`src/rtl/i2c_master_interface.sv`:
```
// Single-master I2C engine: START, 7-bit address, write or grouped read bytes, STOP.
// SCL/SDA are registered open-drain drive enables; every bit is four QUARTER-cycle phases.
module i2c_master_interface #(
  parameter int QUARTER = 500
) (
  input  logic        CLK_200M,
  input  logic        reset,
  input  logic        wr_flg,
  input  logic        rd_flg,
  input  logic [6:0]  adr,
  input  logic [31:0] wr_data,
  input  logic [2:0]  wr_bytes,
  input  logic [2:0]  rd_bytes,
  input  logic [3:0]  rd_channels,
  output logic [31:0] rd_data,
  output logic        rd_data_en,
  output logic        scl_o,
  output logic        sda_o,
  input  logic        sda_i,
  output logic        busy
);

  typedef enum logic [3:0] {
    IDLE, START, ADDR, ACK_A, WDATA, ACK_W, RDATA, MACK, STOP, FREE
  } state_t;

  localparam int QW = (QUARTER > 1) ? $clog2(QUARTER) : 1;
  localparam logic [QW-1:0] QLAST = QW'(QUARTER - 1);

  function automatic logic [2:0] clamp_wr(input logic [2:0] n);
    return (n > 3'd4) ? 3'd4 : n;
  endfunction

  function automatic logic [2:0] clamp_rd(input logic [2:0] n);
    if (n == 3'd0) return 3'd1;
    return (n > 3'd4) ? 3'd4 : n;
  endfunction

  state_t      state_q, state_d;
  logic [QW-1:0] qcnt_q, qcnt_d;
  logic [1:0]  qtr_q, qtr_d;
  logic [2:0]  bit_q, bit_d;
  logic        rw_q, rw_d;
  logic [2:0]  wrem_q, wrem_d;
  logic [2:0]  rdb_q, rdb_d;
  logic [2:0]  bcnt_q, bcnt_d;
  logic [3:0]  gcnt_q, gcnt_d;
  logic        nack_q, nack_d;
  logic        scl_q, scl_d;
  logic        sda_q, sda_d;
  logic [31:0] rd_data_q, rd_data_d;
  logic        rd_en_q, rd_en_d;
  logic [6:0]  adr_q, adr_d;
  logic [7:0]  tx_q, tx_d;
  logic [31:0] wbuf_q, wbuf_d;
  logic [31:0] rx_q, rx_d;

  logic       qend, bend, sample, last_byte;
  logic [2:0] wr_n, rd_n;
  logic [3:0] ch_n;

  assign qend      = (qcnt_q == QLAST);
  assign bend      = qend && (qtr_q == 2'd3);
  assign sample    = qend && (qtr_q == 2'd2);
  assign last_byte = (bcnt_q == 3'd1) && (gcnt_q == 4'd1);
  assign wr_n      = clamp_wr(wr_bytes);
  assign rd_n      = clamp_rd(rd_bytes);
  assign ch_n      = (rd_channels == 4'd0) ? 4'd1 : rd_channels;

  always_comb begin
    state_d   = state_q;
    qcnt_d    = qcnt_q;
    qtr_d     = qtr_q;
    bit_d     = bit_q;
    rw_d      = rw_q;
    wrem_d    = wrem_q;
    rdb_d     = rdb_q;
    bcnt_d    = bcnt_q;
    gcnt_d    = gcnt_q;
    nack_d    = nack_q;
    rd_data_d = rd_data_q;
    rd_en_d   = 1'b0;
    adr_d     = adr_q;
    tx_d      = tx_q;
    wbuf_d    = wbuf_q;
    rx_d      = rx_q;

    // Quarter/phase timebase runs whenever a transaction is active; qtr wraps 3->0 at each bit end.
    if (state_q != IDLE) begin
      qcnt_d = qend ? '0 : qcnt_q + QW'(1);
      if (qend) qtr_d = qtr_q + 2'd1;
    end

    case (state_q)
      IDLE: begin
        if (wr_flg || rd_flg) begin
          state_d = START;
          qcnt_d  = '0;
          qtr_d   = 2'd0;
          rw_d    = !wr_flg;
          adr_d   = adr;
          wbuf_d  = wr_data << {3'd4 - wr_n, 3'b000};
          wrem_d  = wr_n;
          rdb_d   = rd_n;
          bcnt_d  = rd_n;
          gcnt_d  = ch_n;
          rx_d    = '0;
        end
      end
      START: begin
        if (qend && qtr_q == 2'd1) begin
          state_d = ADDR;
          qtr_d   = 2'd0;
          bit_d   = 3'd7;
          tx_d    = {adr_q, rw_q};
        end
      end
      ADDR, WDATA: begin
        if (bend) begin
          if (bit_q == 3'd0) begin
            state_d = (state_q == ADDR) ? ACK_A : ACK_W;
          end else begin
            bit_d = bit_q - 3'd1;
            tx_d  = {tx_q[6:0], 1'b0};
          end
        end
      end
      ACK_A, ACK_W: begin
        if (sample) nack_d = sda_i;
        if (bend) begin
          if (nack_q) begin
            state_d = STOP;
          end else if (rw_q) begin
            state_d = RDATA;
            bit_d   = 3'd7;
          end else if (wrem_q == 3'd0) begin
            state_d = STOP;
          end else begin
            state_d = WDATA;
            bit_d   = 3'd7;
            tx_d    = wbuf_q[31:24];
            wbuf_d  = {wbuf_q[23:0], 8'h00};
            wrem_d  = wrem_q - 3'd1;
          end
        end
      end
      RDATA: begin
        if (sample) rx_d = {rx_q[30:0], sda_i};
        if (bend) begin
          if (bit_q == 3'd0) state_d = MACK;
          else bit_d = bit_q - 3'd1;
        end
      end
      MACK: begin
        if (bend) begin
          bit_d = 3'd7;
          if (bcnt_q == 3'd1) begin
            rd_data_d = rx_q;
            rd_en_d   = 1'b1;
            rx_d      = '0;
            if (gcnt_q == 4'd1) begin
              state_d = STOP;
            end else begin
              state_d = RDATA;
              gcnt_d  = gcnt_q - 4'd1;
              bcnt_d  = rdb_q;
            end
          end else begin
            state_d = RDATA;
            bcnt_d  = bcnt_q - 3'd1;
          end
        end
      end
      STOP: begin
        if (qend && qtr_q == 2'd1) begin
          state_d = FREE;
          qtr_d   = 2'd0;
        end
      end
      FREE: begin
        if (qend && qtr_q == 2'd1) state_d = IDLE;
      end
      default: state_d = IDLE;
    endcase

    // Line drive follows the next state so the registered pins line up with the phase counters.
    scl_d = 1'b1;
    sda_d = 1'b1;
    case (state_d)
      START: sda_d = (qtr_d == 2'd0);
      STOP:  sda_d = (qtr_d == 2'd1);
      ADDR, WDATA: begin
        scl_d = qtr_d[1];
        sda_d = tx_d[7];
      end
      ACK_A, ACK_W, RDATA: scl_d = qtr_d[1];
      MACK: begin
        scl_d = qtr_d[1];
        sda_d = last_byte;
      end
      default: begin
        scl_d = 1'b1;
        sda_d = 1'b1;
      end
    endcase
  end

  always_ff @(posedge CLK_200M or negedge reset) begin
    if (!reset) begin
      state_q   <= IDLE;
      qcnt_q    <= '0;
      qtr_q     <= 2'd0;
      bit_q     <= 3'd0;
      rw_q      <= 1'b0;
      wrem_q    <= 3'd0;
      rdb_q     <= 3'd1;
      bcnt_q    <= 3'd1;
      gcnt_q    <= 4'd1;
      nack_q    <= 1'b0;
      scl_q     <= 1'b1;
      sda_q     <= 1'b1;
      rd_data_q <= '0;
      rd_en_q   <= 1'b0;
    end else begin
      state_q   <= state_d;
      qcnt_q    <= qcnt_d;
      qtr_q     <= qtr_d;
      bit_q     <= bit_d;
      rw_q      <= rw_d;
      wrem_q    <= wrem_d;
      rdb_q     <= rdb_d;
      bcnt_q    <= bcnt_d;
      gcnt_q    <= gcnt_d;
      nack_q    <= nack_d;
      scl_q     <= scl_d;
      sda_q     <= sda_d;
      rd_data_q <= rd_data_d;
      rd_en_q   <= rd_en_d;
    end
  end

  // Payload and shift registers carry no reset; they are reloaded on every accepted request.
  always_ff @(posedge CLK_200M) begin
    adr_q  <= adr_d;
    tx_q   <= tx_d;
    wbuf_q <= wbuf_d;
    rx_q   <= rx_d;
  end

  assign scl_o      = scl_q;
  assign sda_o      = sda_q;
  assign rd_data    = rd_data_q;
  assign rd_data_en = rd_en_q;
  assign busy       = (state_q != IDLE);

endmodule

```
`config.mk`:
```
export PLATFORM = sky130hd
export DESIGN_NAME = i2c_master_interface
export DESIGN_NICKNAME = d
export VERILOG_FILES = /design/src/rtl/i2c_master_interface.sv
export SDC_FILE = /design/constraint.sdc
export NUM_CORES = 1
export LEC_CHECK = 0
export CORE_MARGIN = 3
export CORE_UTILIZATION = 35
export DETAILED_ROUTE_END_ITERATION = 12
export REMOVE_ABC_BUFFERS = 1
export SETUP_SLACK_MARGIN = 0.3
export SLEW_MARGIN = 20
export SYNTH_ARGS = -nofsm -noshare
export SYNTH_HDL_FRONTEND = slang
export SYNTH_SLANG_ARGS = --single-unit
export TNS_END_PERCENT = 5
```
`constraint.sdc`:
```
create_clock -name CLK_200M -period 3.4 [get_ports CLK_200M]
set_clock_uncertainty 0.15 [all_clocks]
set_input_delay 0.34 -clock CLK_200M [delete_from_list [all_inputs] [get_ports CLK_200M]]
set_output_delay 0.34 -clock CLK_200M [all_outputs]
set_load 0.05 [all_outputs]
```
==> results.ini, run 1 <==
[power_and_ir_drop]
p_per_area_mw_per_mm2=452
switching_share_pct=20.4
p_seq_share_pct=46.3
clockPowerShare_pct=48.0
p_int_mw=3.24
p_leak_nw=3.62
power_frac_comb_pct=5.7
ir_worst_vdd_uv=282
power_switching_uw=829

[clock_network]
numCtsBuffers=17
clk_pin_slew_ps=60
cts_tree=built
cts_sinks=147
cts_buffer_depth=2
clock_latency_ps=420
htreeDepth=4
root_buffer=clkbuf_16
cts_resized=0

[global_routing]
grt_max_degree=36
grt_pass1_vias=5126
grt_pass1_wl_um=26600
grt-ovfl-total=0
grt_use_total_pct=15.0
antenna_found_initial=0

[final_layout]
antennaDiodeCount=0
nFillCells=1850
final_core_util_pct=45.5
synthToLayoutAreaGrowth_pct=26.0
drive_gt1_share_pct=14.9
nets=788

[critical_path]
path_max_fanout=16
path_class=reg -> out
cp_data_required_time_ps=2910
setup.worst_path.end_class=output port
cp_slowest_stage_delay_ps=820
crit_chain=nor4_4 > buf_4 > inv_4 > clkdlybuf4s50_1
critical_path_buf_inv_count=3
cp_top_family=buffers and inverters
crit_path_start_kind=register
critPathSlowestCell=clkdlybuf4s50_1
reg2reg_slack_ps=770
cp.arrival_ps=2330

[timing]
min_period_ps=2820
slew_headroom_pct=53.2
clock.fmax_ghz=0.354
fin_crit_sh_pct=83.0
drv_slew=0
worstMarginPinSlew_ps=700
setup_viol=0
tns_ps=0
hold_viol=0
worst_slack_ps=577
rsz0062_at_grt=false

[synthesis]
seq_area_frac_synth_pct=57.0
yosysMostFrequentCell=nand2_1
yosys_most_used_dff=edfxtp_1
synth_common_cells=82 x nand2_1, 78 x edfxtp_1, 63 x dfrtp_1
netlist_instances=625
synth-edff-count=78
ys_seq_elements=147
synth_top_area_share_pct=32.8
synthAdderAreaFrac_pct=2.28
synthDistinctLibCells=70
yosys-top-cells-area=edfxtp_1 33%, dfrtp_1 22%, mux2_2 5.4%, nand2_1 4.3%, and2_1 2.9%
synth_compound_area_share_pct=11.6
synthesis.area_mm2=0.00714
synth_top_family_by_area=simple AND/OR/NAND/NOR gates
synth_xor_area_share_pct=1.33
yosys.area.top_type=edfxtp_1
synthMuxAreaShare_pct=6.90
yosysWarnings=0
avgSynthCellArea_um2=11.4
async_reset_ff_share_pct=46.3
synth_simple_gate_area_share_pct=17.5

[routing]
drt_iter0_markers=273
vias=5151
drc=0
avgRoutedWirePerCell_um=16.2
ant_nets=0
vias_per_cell=5.16
first_pass_iters=6
totalWireLength_um=16100

[placement]
routabilityCongestion=0.893
dp_hpwl_um=11400
place_ws_ps=630
port_buffers=89

[job]
drv_cap=0

[floorplan]
die_area_mm2=0.0222
dieWidth_um=149
io_pins=90
initial_utilization_pct=36.1
die_h_um=149
core.rowCount=51
core_mm2=0.0198

[status]
status=complete, no violations

[hold_path]
hp-class=in -> async

worst reg2reg max path: stages (launching register included):
cell	delay, ps
dfrtp_1	400
ha_1	250
nand4_1	260
nor3_4	300
a21oi_1	130
nor3_4	560
buf_4	280
power by group through the flow:
stage	registers, mW	logic [mW]	clock network (mW)
after CTS	1.88	0.234	2.00
after floorplan	1.92	0.103	0
after global placement	1.92	0.225	0
after detailed placement	1.92	0.232	0
after global routing	1.88	0.257	2.08
final	1.88	0.232	1.95
layout by cell type (no fill, tap or decap), types with 4 or more instances in the layout:
cell	instances
nor2_1	26
edfxtp_1	78
mux2i_1	11
a32o_1	8
buf_4	17
dfstp_2	5
inv_1	24
a31oi_1	11
nand2_1	82
dfrtp_1	63
ha_1	13
and2_1	33
o211ai_1	6
and3_1	9
bufinv_16	4
a222oi_1	6
nor2b_1	5
nand3_1	17
clkbuf_1	4
clkdlybuf4s50_1	88
nand3b_1	9
mux2_2	34
nor3_1	6
nand4_1	5
clkbuf_16	17
o21ai_0	32
xor2_1	7
nand2b_1	8
a21oi_1	31
nor3_4	5
cell type report:
class	instances	area [um2]	share of cell area, %
flip-flops and latches	147	4070	45.2
multi-input cells	421	2840	31.6
repair buffers	108	1040	11.6
clock buffers	22	454	5.05
well taps	265	332	3.68
clock inverters	10	159	1.77
inverters	26	100	1.11
final timing paths:
kind | start | depth (start not counted) | end
max | state_q[3] | 4 | busy
min | reset | 2 | rd_data[20]
max reg2reg | qcnt_q[0] | 6 | wbuf_q[16]
min reg2reg | rx_q[31] | 1 | rd_data[31]
max in group asynchronous | reset | 3 | gcnt_q[0]
min in group CLK_200M | rx_q[31] | 1 | rd_data[31]
per-stage QoR:
| stage | cell area [um2] | hold slack [ps] | total power, mW | cells |
|---|---|---|---|---|
| after CTS | 8990 | 276 | 4.12 | 997 |
| after global routing | 9000 | 313 | 4.22 | 999 |
| final | 9000 | 279 | 4.07 | 999 |
| after floorplan | 7000 | -106 | 2.02 | 594 |
| after global placement | 8360 | 181 | 2.14 | 964 |
| after detailed placement | 8360 | 190 | 2.15 | 964 |
logic make-up after synthesis:
family | Yosys count
AO/OA/AOI/OAI | 125
XOR/XNOR | 10
adder cells (fa/ha/maj) | 13
buffers and inverters | 57
flip-flops | 147
multiplexers | 45
AND/OR/NAND/NOR | 228
state kept, by name, indices dropped and copies added (netlist names):
register	cells
wrem_q	3
adr_q	7
rd_data_en	1
nack_q	1
scl_o	1
sda_o	1
wbuf_q	32
bit_q	3
qcnt_q	9
gcnt_q	4
rx_q	32
tx_q	8
rdb_q	3
rw_q	1
qtr_q	2
state_q	4
bcnt_q	3
rd_data	32
repair_timing:
action | in CTS | in global routing
hold buffers | 1 | 0
buffers inserted | 0 | 2
setup endpoints to repair | 0 | 1
endpoints found under the hold margin | 17 | 0
routing by layer:
metal	track usage [%]	vias to the layer above	share of wire (%)
li1	-	2468	-
met1	20.7	2481	46
met2	23.8	174	46
met3	3.22	28	5.7
met4	5.13	0	1.8
met5	0	-	0
No activity file was read; power rests on OpenSTA's default activity.
==> inputs of run 2 (changes only) <==
clock period = 2.5 ns   (was 3.4 ns; I/O delays follow)
==> results.ini, run 2 (synthesized netlist as in run 1, its figures left out) <==
[timing]
slew_headroom_pct=56.7
drv_slew=0
hold_viol=0
worst_slack_ps=180
setup_viol=0
worstMarginPinSlew_ps=650
clock.fmax_ghz=0.431
rsz0062_at_grt=true
min_period_ps=2320
fin_crit_sh_pct=92.8

[hold_path]
min-delay-start=adr[3]
hp-class=in -> reg

[critical_path]
path_max_fanout=3
path_class=reg -> reg
setup.worst_path.end_class=register
crit_path_start_kind=register
cp_data_required_time_ps=2680
rr_startpoint=gcnt_q[0]
cp.arrival_ps=2500
setup.worst_path.start=gcnt_q[0]

[routing]
vias_per_cell=5.12
totalWireLength_um=17100
ant_nets=0
avgRoutedWirePerCell_um=16.4
vias=5312
drc=0
drt_iter0_markers=315
first_pass_iters=5

[floorplan]
die_area_mm2=0.0222
core.rowCount=51
dieWidth_um=149
core_mm2=0.0198
io_pins=90
die_h_um=149
initial_utilization_pct=36.1

[status]
status=complete, no violations

[global_routing]
antenna_found_initial=0
grt_pass1_wl_um=27000
grt_max_degree=44
grt_pass1_vias=5247
grt_use_total_pct=15.1
grt-ovfl-total=0

[clock_network]
clock_latency_ps=420
root_buffer=clkbuf_16
cts_tree=built
cts_buffer_depth=2
numCtsBuffers=17
htreeDepth=4
clk_pin_slew_ps=60
cts_sinks=147

[final_layout]
drive_gt1_share_pct=23.3
nets=827
synthToLayoutAreaGrowth_pct=34.1
nFillCells=1766
mostFrequentLayoutCells=87 x clkdlybuf4s50_1, 81 x nand2_1, 78 x edfxtp_1
antennaDiodeCount=0
final_common_cell=clkdlybuf4s50_1

[placement]
place_ws_ps=7.15
port_buffers=89
routabilityCongestion=0.908
dp_hpwl_um=11700

[power_and_ir_drop]
power_switching_mw=1.23
p_per_area_mw_per_mm2=583
ir_worst_vdd_uv=433
power_frac_comb_pct=5.8
p_leak_nw=3.89
clockPowerShare_pct=48.3
p_seq_share_pct=45.8
p_int_mw=4.35
switching_share_pct=22.1
power.total_mw=5.58

[job]
drv_cap=0

==> run 2: cell count changes in the layout (fill, tap and decap cells not counted), moves of 3 or more <==
| cell | delta |
|---|---|
| clkbuf_1 | -4 |
| clkinv_2 | -3 |
| dfrtp_2 | +4 |
| clkbuf_16 | +3 |
| clkinv_4 | +3 |
| buf_4 | +31 |
| inv_8 | +3 |
| buf_12 | +4 |
| dfrtp_1 | -4 |
| nor3_1 | -3 |
==> run 2: repair_timing <==
| action | in CTS | in global routing |
|---|---|---|
| gates cloned | 0 | 3 |
| setup endpoints to repair | 140 | 134 |
| pin swaps | 4 | 15 |
| hold buffers | 1 | 0 |
| gates resized for setup | 11 | 29 |
| setup buffers | 3 | 11 |
| hold endpoints to repair | 22 | 0 |
==> run 2: worst paths after layout <==
| path | cells past startpoint | slack (ps) | to |
|---|---|---|---|
| setup / recovery | 8 | 180 | sda_o |
| setup reg to reg | 8 | 180 | sda_o |
| hold / removal | 1 | 250 | adr_q[3] |
| hold reg to reg | 1 | 330 | rd_data[31] |
| min in group asynchronous | 2 | 260 | gcnt_q[3] |
| max in group asynchronous | 3 | 1230 | scl_o |
==> run 2: power by group through the flow <==
| stage | clock (mW) | sequential (mW) | combinational [mW] |
|---|---|---|---|
| after floorplan | 0 | 2.61 | 0.140 |
| after CTS | 2.78 | 2.56 | 0.326 |
| after global placement | 0 | 2.61 | 0.313 |
| after global routing | 2.88 | 2.56 | 0.361 |
| final | 2.70 | 2.56 | 0.326 |
| after detailed placement | 0 | 2.61 | 0.321 |
==> run 2: layout make-up <==
cell class	count	area, um2	share of cell area, %
inverter	26	100	1.05
timing repair buffer	147	1440	15.1
clock buffer	18	439	4.59
tap	265	332	3.46
sequential	147	4080	42.5
clock inverter	14	190	1.99
multi-input combinational	421	3000	31.3
==> run 2: worst max-delay path: stages (launching register included) <==
cell and delay (ps):
dfstp_2 530, ha_2 170, or3b_4 390, nor4_4 210, o21ai_1 120, o21ai_2 210
nand2_2 110, a21o_1 180, a32oi_2 180
==> run 2: per-layer routing <==
metal / wire length [um] / track usage [%]
met5: 0 / 0
met1: 7840 / 20.9
met4: 216 / 4.49
met2: 8230 / 24.1
met3: 770 / 3.25
==> run 2: metrics by stage <==
stage / area, um2 / instances / TNS [ps] / utilization, % / hold slack (ps)
after CTS: 9270 / 1024 / 0 / 46.9 / 235
after global routing: 9580 / 1038 / 0 / 48.4 / 239
after detailed placement: 8580 / 988 / 0 / 43.4 / 174
final: 9580 / 1038 / 0 / 48.4 / 255
after global placement: 8580 / 988 / 0 / 43.4 / 168
after floorplan: 7000 / 594 / -137460 / - / -196
